File: src/rtl/mem_port_arbiter.sv
// Arbitrates one single-port memory between the fetch port and the data port, one transaction at a time.
// Define ARB_ROUND_ROBIN_EN for round-robin contention; the default build gives data fixed priority.
module mem_port_arbiter #(
    parameter int AWIDTH = 32,
    parameter int DWIDTH = 32
) (
    input  logic                clk_i,
    input  logic                rst_i,
    input  logic                if_req_i,
    input  logic [AWIDTH-1:0]   if_addr_i,
    output logic                if_gnt_o,
    output logic                if_rvalid_o,
    output logic [DWIDTH-1:0]   if_rdata_o,
    input  logic                d_req_i,
    input  logic [AWIDTH-1:0]   d_addr_i,
    input  logic                d_we_i,
    input  logic [DWIDTH-1:0]   d_wdata_i,
    input  logic [DWIDTH/8-1:0] d_be_i,
    output logic                d_gnt_o,
    output logic                d_rvalid_o,
    output logic [DWIDTH-1:0]   d_rdata_o,
    output logic                mem_req_o,
    output logic [AWIDTH-1:0]   mem_addr_o,
    output logic                mem_we_o,
    output logic [DWIDTH-1:0]   mem_wdata_o,
    output logic [DWIDTH/8-1:0] mem_be_o,
    input  logic                mem_gnt_i,
    input  logic                mem_rvalid_i,
    input  logic [DWIDTH-1:0]   mem_rdata_i
);

    localparam int BWIDTH = DWIDTH / 8;

    typedef enum logic [1:0] {IDLE, REQ, RSP} state_e;

    state_e              state_q, state_d;
    logic                owner_q, owner_d;
    logic [AWIDTH-1:0]   addr_q, addr_d;
    logic                we_q, we_d;
    logic [DWIDTH-1:0]   wdata_q, wdata_d;
    logic [BWIDTH-1:0]   be_q, be_d;
    logic [DWIDTH-1:0]   if_rdata_q, if_rdata_d;
    logic [DWIDTH-1:0]   d_rdata_q, d_rdata_d;
    logic                pick_data;

`ifdef ARB_ROUND_ROBIN_EN
    // Remembers whether data won the last arbitration; reset leaves data favoured.
    logic last_data_q;

    assign pick_data = d_req_i && !(if_req_i && last_data_q);

    always_ff @(posedge clk_i) begin
        if (rst_i) begin
            last_data_q <= 1'b0;
        end else if (state_q == IDLE && (if_req_i || d_req_i)) begin
            last_data_q <= pick_data;
        end
    end
`else
    assign pick_data = d_req_i;
`endif

    always_comb begin
        state_d     = state_q;
        owner_d     = owner_q;
        addr_d      = addr_q;
        we_d        = we_q;
        wdata_d     = wdata_q;
        be_d        = be_q;
        if_rdata_d  = if_rdata_q;
        d_rdata_d   = d_rdata_q;
        if_gnt_o    = 1'b0;
        d_gnt_o     = 1'b0;
        if_rvalid_o = 1'b0;
        d_rvalid_o  = 1'b0;
        case (state_q)
            IDLE: begin
                if (if_req_i || d_req_i) begin
                    owner_d = pick_data;
                    addr_d  = pick_data ? d_addr_i : if_addr_i;
                    we_d    = pick_data && d_we_i;
                    wdata_d = pick_data ? d_wdata_i : '0;
                    be_d    = (pick_data && d_we_i) ? d_be_i : '1;
                    state_d = REQ;
                end
            end
            REQ: begin
                if (mem_gnt_i) begin
                    if_gnt_o = !owner_q;
                    d_gnt_o  = owner_q;
                    state_d  = RSP;
                end
            end
            RSP: begin
                if (mem_rvalid_i) begin
                    if (owner_q) begin
                        d_rvalid_o = 1'b1;
                        d_rdata_d  = mem_rdata_i;
                    end else begin
                        if_rvalid_o = 1'b1;
                        if_rdata_d  = mem_rdata_i;
                    end
                    state_d = IDLE;
                end
            end
            default: state_d = IDLE;
        endcase
    end

    // Payload is only presented while requesting so the memory bus idles at zero.
    assign mem_req_o   = (state_q == REQ);
    assign mem_addr_o  = mem_req_o ? addr_q : '0;
    assign mem_we_o    = mem_req_o && we_q;
    assign mem_wdata_o = mem_req_o ? wdata_q : '0;
    assign mem_be_o    = mem_req_o ? be_q : '0;

    assign if_rdata_o = if_rvalid_o ? mem_rdata_i : if_rdata_q;
    assign d_rdata_o  = d_rvalid_o ? mem_rdata_i : d_rdata_q;

    always_ff @(posedge clk_i) begin
        if (rst_i) begin
            state_q    <= IDLE;
            owner_q    <= 1'b0;
            addr_q     <= '0;
            we_q       <= 1'b0;
            wdata_q    <= '0;
            be_q       <= '0;
            if_rdata_q <= '0;
            d_rdata_q  <= '0;
        end else begin
            state_q    <= state_d;
            owner_q    <= owner_d;
            addr_q     <= addr_d;
            we_q       <= we_d;
            wdata_q    <= wdata_d;
            be_q       <= be_d;
            if_rdata_q <= if_rdata_d;
            d_rdata_q  <= d_rdata_d;
        end
    end

endmodule
File: config.mk
export PLATFORM = sky130hd
export DESIGN_NAME = mem_port_arbiter
export DESIGN_NICKNAME = d
export VERILOG_FILES = /design/src/rtl/mem_port_arbiter.sv
export SDC_FILE = /design/constraint.sdc
export NUM_CORES = 1
export LEC_CHECK = 0
export CAP_MARGIN = 20
export CORE_MARGIN = 3
export CORE_UTILIZATION = 35
export DETAILED_ROUTE_END_ITERATION = 16
export PLACE_DENSITY = 0.7
export SYNTH_ARGS = -nofsm -noshare
export SYNTH_HDL_FRONTEND = slang
export SYNTH_SLANG_ARGS = --single-unit
File: constraint.sdc
create_clock -name clk_i -period 4 [get_ports clk_i]
set_input_delay 0.4 -clock clk_i [delete_from_list [all_inputs] [get_ports clk_i]]
set_output_delay 0.4 -clock clk_i [all_outputs]
set_load 0.01 [all_outputs]
* Word-level counts from Yosys, hierarchy flattened *
Index checks and enable logic that the tools add are counted.

operators by class
  mux-type cells = 22
  bitwise logic cells = 1
  reduce and logical (&&, ||, !) cells = 9
  eq/ne operators = 5

operator list
  kind                                                                     number
  32-bit two-way mux                                                       6
  1-bit two-way mux                                                        10
  3-bit AND reduction                                                      3
  4-bit two-way mux                                                        2
  2-bit two-way mux                                                        3
  2-bit case mux with 3 select lines                                       1
  2-bit inequality test, second input constant                             2
  2-bit by 1-bit == test with 1-bit output, second input constant          1
  2-bit == test, second input constant                                     1
  1-bit logical AND                                                        2
  2-bit logical NOT                                                        1
  2-bit by 1-bit inequality test with 1-bit output, second input constant  1
  2-bit AND reduction                                                      1
  1-bit logical NOT                                                        1
  1-bit logical OR                                                         1
  1-bit NOT                                                                1

word-level totals
  flip-flop bits (word level) = 136
  input bits = 139
  logic and storage cells = 45

* Longest topological paths before layout *
Gate-level depths: netlist (run 1).

  word-level depth = 4
  depth in mapped cells = 6
  mapped depth without buffers = 3

* Worst setup path after synthesis (run 1) *
OpenSTA, ideal clock, no wires.

  kind = input to output
  from = input mem_rvalid_i
  to = output if_rdata_o[0]
  arrival = 1299 ps
  setup slack = 2301 ps
  cell stages on the path = 4
  path through = nor4bb_4 -> buf_6 -> buf_12 -> mux2_4

between the ends
  cells in the longest elaborated chain, start to end = 3

RTL lines
  what                RTL line  text
  start, declared     28        input logic mem_rvalid_i,
  1-bit two-way mux   95        if (mem_rvalid_i) begin
  1-bit two-way mux   76        case (state_q)
  net if_rvalid_o     12        output logic if_rvalid_o,
  32-bit two-way mux  117       assign if_rdata_o = if_rvalid_o ? mem_rdata_i : if_rdata_q;
  end, declared       13        output logic [DWIDTH-1:0] if_rdata_o,

The timed path passes the listed nets, and every way through them passes these cells.

* Worst setup path in the final report (run 1) *
  from = register state_q[1]
  to = output d_rdata_o[23]

between the ends
  cells in the longest elaborated chain, start to end = 3

RTL lines
  what                    RTL line  text
  start, declared         36        state_e state_q, state_d;
  start signal, assigned  131       state_q <= state_d;
  2-bit == test           76
  1-bit two-way mux       76
  32-bit two-way mux      118       assign d_rdata_o = d_rvalid_o ? mem_rdata_i : d_rdata_q;
  end, declared           21        output logic [DWIDTH-1:0] d_rdata_o,

No other way between the ends.

==> results of run 1 <==
layer usage:
layer / routed length (µm) / vias to the layer above / GRT usage [%]
met3: 1470 / 20 / 7.14
met1: 8120 / 2311 / 23.0
li1: - / 2583 / -
met5: 0 / - / 0
met2: 8150 / 198 / 28.2
met4: 282 / 0 / 5.20
per-stage QoR:
| stage | hold WS (ps) | total power [mW] |
|---|---|---|
| after global routing | 484 | 3.67 |
| final | 466 | 3.51 |
| after floorplan | 445 | 1.76 |
| after global placement | 453 | 2.06 |
| after CTS | 468 | 3.56 |
| after detailed placement | 459 | 2.06 |
cells by family (layout without fill, tap and decap cells):
kind of cell           after synthesis  in the layout  share of synthesized area, %
flip-flops                         136            136                          44.0
multiplexers                        96             96                          20.4
AO/OA/AOI/OAI                      138            138                          13.0
AND/OR/NAND/NOR                    181            181                          17.5
buffers and inverters               56            321                          5.08
worst max-delay path by stage:
stage	start	endpoint	cells after the start
finish	state_q[1]	d_rdata_o[23]	3
global route	state_q[1]	d_rdata_o[30]	3
CTS	state_q[1]	d_rdata_o[30]	3
detailed placement	mem_rvalid_i	d_rdata_o[30]	4
global placement	mem_rvalid_i	d_rdata_o[23]	4
floorplan	mem_rvalid_i	if_rdata_o[0]	4
power by group through the flow:
stage               sequential [mW]  clock (mW)  combinational (mW)
CTS                            1.46        1.53               0.570
global route                   1.47        1.59               0.612
detailed placement             1.49           0               0.567
global placement               1.49           0               0.567
finish                         1.46        1.49               0.563
floorplan                      1.48           0               0.279
layout by cell type, fill, tap and decap left out, types with 2 or more instances in the layout:
cell type | netlist | layout
dfxtp_1 | 136 | 136
mux2i_1 | 32 | 32
buf_2 | 19 | 2
clkbuf_16 | 0 | 17
a21oi_1 | 66 | 66
nor2_1 | 3 | 2
o21ai_0 | 33 | 33
or2_1 | 2 | 2
a211oi_1 | 32 | 32
o221a_2 | 4 | 4
buf_4 | 0 | 10
and2_1 | 133 | 133
nor2_2 | 1 | 2
clkbuf_8 | 0 | 2
mux2_2 | 4 | 4
clkinv_4 | 0 | 2
inv_1 | 2 | 2
clkinvlp_4 | 0 | 3
nand2_1 | 35 | 35
clkbuf_1 | 26 | 2
mux2_1 | 2 | 2
o21a_1 | 2 | 2
mux2_4 | 58 | 58
clkdlybuf4s50_1 | 0 | 274
clkinv_2 | 0 | 4
critical path, stage by stage, from the launching register on:
cell and delay (ps):
dfxtp_1 580, nand4b_4 740, mux2_4 570, clkdlybuf4s50_1 500
registers in the layout (all words and copies together), names as in the netlist:
name / flops
wdata_q: 32
owner_q: 1
if_rdata_q: 32
d_rdata_q: 32
state_q: 2
addr_q: 32
we_q: 1
be_q: 4
final cells by class:
class | count | area (µm²)
fill | 1500 | 7360
timing repair buffer | 287 | 2850
tap | 220 | 275
sequential | 136 | 2720
inverter | 2 | 7.51
clock inverter | 11 | 98.8
multi-input combinational | 415 | 3160
clock buffer | 21 | 460
==> flow_summary.ini, run 1 <==
[yosys]
yosysMostFrequentCell = dfxtp_1
async_reset_ff_share_pct = 0
synth-seq-cells = 136
yosys_warnings = 0
synth_cells = 607
ys_seq_area_share_pct = 44.0
ys_types = 29
synth_edf_count = 0
syn-num-nets = 746
yosys-top-cells-area = dfxtp_1 44%, mux2_4 14%, and2_1 13%
yosysTopAreaCell = dfxtp_1
syn-cell-area_um2 = 6180
netlist.area_leader.share_pct = 44.0
synth_common_cells = 136 x dfxtp_1, 133 x and2_1, 66 x a21oi_1
postSynthAreaPerCell_um2 = 10.2
synth_flop_cell = dfxtp_1

[placed_design]
pre_cts_ws_ps = 857
io_buffers = 276
placed_cells = 1060
place_hpwl_um = 12500
placed_area_um2 = 9020
gp_congestion = 0.821

[timing]
tightest_slew_ps = 941
finalCritPeriodShare_pct = 80.5
clock.fmax_mhz = 311
setup-tns-final_ps = 0
relSlewSlack_pct = 37.1
rsz0062_at_grt = no
worst_clock_skew_ps = 9.90
setup_violations = 0
slew_viol_final = 0
setup_ws_ps = 782
hold_viol_final = 0
period_minus_slack_ps = 3220

[power]
p_switching_mw = 0.889
power_frac_clock_pct = 42.3
ir_drop_v = 0.000249
internal-power_mw = 2.63
power_density_nw_per_um2 = 367
power_leakage_nw = 3.85
pwr-share-seq_pct = 41.6
swShare_pct = 25.3
combPwrFrac_pct = 16.0

[global_routing]
antenna_found_initial = 0
grt_pass1_vias = 5004
grt_pass1_wl_um = 28000
grt_max_degree = 67
global_route.overflow_total = 0
grt_util_all_layers_pct = 18.0

[cells_and_area]
antenna_cells = 0
nNetsFinal = 998
drive_gt1_share_pct = 13.3
instances_no_fill = 1092
final_core_util_pct = 56.5
area_growth_syn_to_layout_pct = 54.9
fin_area_um2 = 9580

[floorplanning]
core_area_um2 = 16900
die_h_um = 139
chipWidth_um = 139
rows = 47
fp.dieArea_um2 = 19300
start_util_pct = 36.5
pin_count = 277

[setup_path]
r2r_setup_slack_ps = 1810
ff2ff_path_depth = 3
cp-end-kind = output pin
worst-setup-path-type = reg2out
r2r_start = state_q[1]
r2r_end = d_rdata_q[4]
crit_fanout = 33
cp.arrival_ps = 2820
start_kind = register
cp.required_ps = 3600

[min_path]
min_path_type = reg2reg
holdCritStartpoint = wdata_q[17]
min_delay_worst_endpoint = wdata_q[17]
holdPathStages = 2

[drt]
num_vias = 5112
antenna_left = 0
wl_per_cell_um = 16.5
drtIter0Drc = 221
routed_wl_um = 18000
firstDrtPassIters = 4
drcViolationCount = 0
avgViaCountPerCell = 4.68

[clocking]
cts_sinks = 136
clk_latency_ps = 410
holdBufCountCts = 0
cts_resized = 0
cts_made_buffers = 17
htree_levels = 4
root_buffer = clkbuf_16
cts_tree = yes
post-cts-setup-buffers = 0
clockBufferDepth = 2
path_clk_slew_ps = 60

[job]
maxCapViolations = 0

[outcome]
status = completed
(Power assumes the default switching activity.)
==> inputs of run 2 (changes only) <==
--- a/config.mk
+++ b/config.mk
@@ -9,7 +9,7 @@
 export CORE_MARGIN = 3
 export CORE_UTILIZATION = 35
 export DETAILED_ROUTE_END_ITERATION = 16
-export PLACE_DENSITY = 0.7
+export PLACE_DENSITY = 0.73
 export SYNTH_ARGS = -nofsm -noshare
 export SYNTH_HDL_FRONTEND = slang
 export SYNTH_SLANG_ARGS = --single-unit
==> constraint.sdc (replaced) <==
create_clock -name clk_i -period 2.6 [get_ports clk_i]
set_input_delay 0.26 -clock clk_i [delete_from_list [all_inputs] [get_ports clk_i]]
set_output_delay 0.26 -clock clk_i [all_outputs]
set_load 0.01 [all_outputs]
==> run 2 against run 1 <==
  * Sequential share of layout area decreased by 0.56 points
  * Worst setup slack got worse by 690 ps
  * Critical endpoint is now if_rdata_o[7]
  * Utilization rose by 1.2 points
  * Total power is 57% higher
  * Global-route usage decreased by 0.18 points
  * Worst hold slack worse by 110 ps
  * Combinational power grew 57%
  * Final area grew 2.1%
==> flow_summary.ini, run 2 (synthesis results as in run 1) <==
[timing]
tightest_slew_ps = 737
setup_ws_ps = 94.4
clock.fmax_mhz = 399
worst_clock_skew_ps = 9.02
finalCritPeriodShare_pct = 96.4
slew_viol_final = 0
setup_violations = 0
period_minus_slack_ps = 2510
whs_ps = 357
hold_viol_final = 0
relSlewSlack_pct = 50.8
rsz0062_at_grt = no

[cells_and_area]
seqCellArea_um2 = 2730
antenna_cells = 0
fin_area_um2 = 9780
area_growth_syn_to_layout_pct = 58.1
multi_input_area_um2 = 3160
layout.cells.most_common = clkdlybuf4s50_1
instances_no_fill = 1103
drive_gt1_share_pct = 14.8
fillers = 1494
layout_common_cells = 259 x clkdlybuf4s50_1, 134 x dfxtp_1, 133 x and2_1
nNetsFinal = 1009

[setup_path]
cp.arrival_ps = 2250
cp.required_ps = 2340
cp_cell_sequence = nor4bb_4, buf_12, buf_12, mux2_4, clkdlybuf4s50_1
start_kind = register
cp-end-kind = output pin
crit_fanout = 14
crit_path_max_incr_delay_ps = 470
crit_buf_inv = 3
worst-setup-path-type = reg2out
crit_path_frequent_cell = buf_12
cp_top_family = buffers and inverters
cp_slowest_cell = clkdlybuf4s50_1

[placed_design]
placed_area_um2 = 9130
gp_congestion = 0.794
placed_cells = 1068
place_hpwl_um = 12700
io_buffers = 276
pre_cts_ws_ps = -14.7

[drt]
antenna_left = 0
avgViaCountPerCell = 4.75
firstDrtPassIters = 4
drtIter0Drc = 254
num_vias = 5236
routed_wl_um = 17800
wl_per_cell_um = 16.1
drcViolationCount = 0

[global_routing]
antenna_found_initial = 1
grt_util_all_layers_pct = 17.8
grt_pass1_vias = 5023
global_route.overflow_total = 0
grt_pass1_wl_um = 27700
grt_max_degree = 71

[floorplanning]
pin_count = 277
core_area_um2 = 16900
fp.dieArea_um2 = 19300
chipWidth_um = 139
die_h_um = 139
start_util_pct = 36.5
rows = 47

[power]
ir_drop_v = 0.000444
power_leakage_nw = 4.18
power_density_nw_per_um2 = 566
p_total_mw = 5.53

[clocking]
cts_made_buffers = 17
cts_tree = yes
clk_latency_ps = 410
root_buffer = clkbuf_16
cts_sinks = 136
clockBufferDepth = 2
path_clk_slew_ps = 60
htree_levels = 4

[min_path]
min_path_type = in2reg

[outcome]
status = completed

[job]
maxCapViolations = 0
-- run 2: final cells by class --
type,instances,share of cell area (%)
Clock buffer,17,4.35
Inverter,2,0.0768
Sequential cell,136,27.9
Timing Repair Buffer,298,30.8
Clock inverter,15,1.70
Multi-Input combinational cell,415,32.4
Tap cell,220,2.82
-- run 2: power by group --
group / internal, mW / total (mW) / switching [mW]
clock: 1.43 / 2.40 / 0.964
sequential: 2.20 / 2.25 / 0.0499
combinational: 0.491 / 0.885 / 0.394
-- run 2: worst register-to-register path, stage by stage, from the launching register on --
cell	delay, ps
dfxtp_1	300
buf_4	170
nor3b_4	590
nand2_1	300
o221a_2	310
-- run 2: through the flow --
stage	util (%)	setup TNS (ps)
after floorplan	-	0
final	57.7	0
after global routing	57.7	0
after global placement	53.9	0
after detailed placement	53.9	-131
after CTS	57.5	0
-- run 2: worst paths after layout --
check | startpoint | endpoint | slack (ps) | cells after the start
max | owner_q | if_rdata_o[7] | 90 | 5
min | mem_rvalid_i | state_q[1] | 360 | 4
max reg2reg | state_q[1] | be_q[2] | 820 | 4
min reg2reg | wdata_q[11] | wdata_q[11] | 470 | 2
-- run 2: timing repair --
| action | 4_1_cts | 5_1_grt |
|---|---|---|
| pin swaps | 1 | 1 |
| endpoints found under the setup margin | 28 | 24 |
| setup buffers | 2 | 1 |
| hold buffers | 0 | 0 |
| resized for setup | 2 | 15 |
-- run 2: routing by layer --
metal / vias up / global-route usage, % / share of wire (%)
met3: 25 / 6.69 / 8.1
li1: 2607 / - / -
met5: - / 0 / 0.039
met2: 206 / 27.5 / 45
met1: 2396 / 22.8 / 45
met4: 2 / 6.49 / 2.0
==> inputs of run 3 (changes only) <==
--- a/config.mk
+++ b/config.mk
@@ -9,7 +9,8 @@
 export CORE_MARGIN = 3
 export CORE_UTILIZATION = 35
 export DETAILED_ROUTE_END_ITERATION = 16
-export PLACE_DENSITY = 0.73
+export DONT_BUFFER_PORTS = 1
+export PLACE_DENSITY = 0.52
 export SYNTH_ARGS = -nofsm -noshare
 export SYNTH_HDL_FRONTEND = slang
 export SYNTH_SLANG_ARGS = --single-unit
==> run 3 against run 2 <==
  * Largest cell class unchanged
  * Utilization down 15 points
  * Via count shrank 15%
  * Critical path depth is 2 lower
  * Sequential share of layout area is 9.6 points higher
  * Worst hold slack got worse by 330 ps
==> flow_summary.ini, run 3 (synthesis results as in run 1) <==
[timing]
finalCritPeriodShare_pct = 92.0
period_minus_slack_ps = 2390
slew_viol_final = 0
clock.fmax_mhz = 418
setup-tns-final_ps = 0
tightest_slew_ps = 930
worst_clock_skew_ps = 10.5
rsz0062_at_grt = no
whs_ps = 26.2
relSlewSlack_pct = 37.9
hold_viol_final = 0
setup_violations = 0

[power]
pwr-share-seq_pct = 42.7
p_switching_mw = 1.33
p_total_mw = 5.28
power_density_nw_per_um2 = 728
ir_drop_v = 0.000539
power_leakage_nw = 3.01
swShare_pct = 25.2
internal-power_mw = 3.95
combPwrFrac_pct = 10.5
power_frac_clock_pct = 46.8

[cells_and_area]
layout_common_cells = 136 x dfxtp_1, 133 x and2_1, 66 x a21oi_1
fin_area_um2 = 7260
antenna_cells = 0
layout.cells.most_common = dfxtp_1
nNetsFinal = 756
drive_gt1_share_pct = 18.1
instances_no_fill = 850
area_growth_syn_to_layout_pct = 17.4

[floorplanning]
start_util_pct = 36.5
core_area_um2 = 16900
rows = 47
die_h_um = 139
pin_count = 277
chipWidth_um = 139
fp.dieArea_um2 = 19300

[clocking]
root_buffer = clkbuf_16
cts_resized = 0
clk_latency_ps = 420
path_clk_slew_ps = 60
clockBufferDepth = 2
cts_made_buffers = 17
post-cts-setup-buffers = 0
cts_sinks = 136
holdBufCountCts = 34
cts_tree = yes
htree_levels = 4

[drt]
antenna_left = 0
wl_per_cell_um = 18.9
num_vias = 4456
firstDrtPassIters = 4
drtIter0Drc = 161
drcViolationCount = 0
routed_wl_um = 16100
avgViaCountPerCell = 5.24

[outcome]
status = completed

[setup_path]
r2r_setup_slack_ps = 610
worst-setup-path-type = reg2out
cp.required_ps = 2340
cp.arrival_ps = 2130
r2r_end = d_rdata_q[7]
r2r_start = state_q[1]
start_kind = register
crit_fanout = 17
cp-end-kind = output pin
ff2ff_path_depth = 4

[global_routing]
global_route.overflow_total = 0
grt_max_degree = 68
grt_pass1_wl_um = 25500
grt_util_all_layers_pct = 16.4
antenna_found_initial = 0
grt_pass1_vias = 4557

[placed_design]
placed_area_um2 = 6290
placed_cells = 783
io_buffers = 0
place_hpwl_um = 10900
gp_congestion = 0.740

[job]
maxCapViolations = 0

[min_path]
min_path_type = in2reg
holdPathStages = 1
min_delay_worst_endpoint = be_q[0]
holdCritStartpoint = d_be_i[0]
==> run 3: cell types whose count changed in the layout (fill, tap and decap cells not counted), sizes merged <==
cell,change
clkbuf,+2
clkdlybuf4s50,-259
clkinv,+2
clkinvlp,-2
bufinv,+1
dlygate4sd2,-1
inv,-3
dlymetal6s2s,-14
buf,-13
dlygate4sd3,+34
==> run 3: worst max path at each step <==
stage,endpoint,cells after the start,startpoint
after floorplan,if_rdata_q[0],6,state_q[1]
after global placement,d_rdata_q[14],4,state_q[1]
after detailed placement,d_rdata_q[7],4,state_q[1]
after CTS,d_rdata_o[16],3,state_q[1]
after global routing,d_rdata_o[16],3,state_q[1]
final,d_rdata_o[15],3,state_q[1]
==> run 3: power by group through the flow <==
| stage | registers [mW] | clock network, mW | logic (mW) |
|---|---|---|---|
| finish | 2.26 | 2.47 | 0.552 |
| global route | 2.27 | 2.63 | 0.613 |
| CTS | 2.26 | 2.54 | 0.557 |
| detailed placement | 2.30 | 0 | 0.495 |
| global placement | 2.29 | 0 | 0.482 |
| floorplan | 2.28 | 0 | 0.429 |
==> run 3: routing by layer <==
| metal | vias up | global-route usage (%) | part of all wire, % |
|---|---|---|---|
| li1 | 2102 | - | - |
| met1 | 2099 | 18.7 | 39 |
| met2 | 235 | 26.8 | 48 |
| met3 | 20 | 7.83 | 11 |
| met4 | 0 | 5.82 | 1.8 |
| met5 | - | 0 | 0 |
==> run 3: worst max-delay path, cell delays in order, from the launching register on <==
cell      delay, ps
dfxtp_1         570
nand4b_4        460
buf_12          340
mux2_4          340
==> run 3: layout make-up <==
type,instances,area (µm²)
Clock inverter,13,170
Timing Repair Buffer,45,488
Multi-Input combinational cell,415,3160
Sequential cell,136,2720
Tap cell,220,275
Inverter,2,7.51
Fill cell,1613,9680
Clock buffer,19,433
==> run 3: stage by stage <==
step / setup slack (ps) / utilization, %
final: 207 / 42.9
after global routing: 63.3 / 42.9
after CTS: 141 / 42.8
after detailed placement: 583 / 37.1
after global placement: 633 / 37.0
after floorplan: 1040 / -
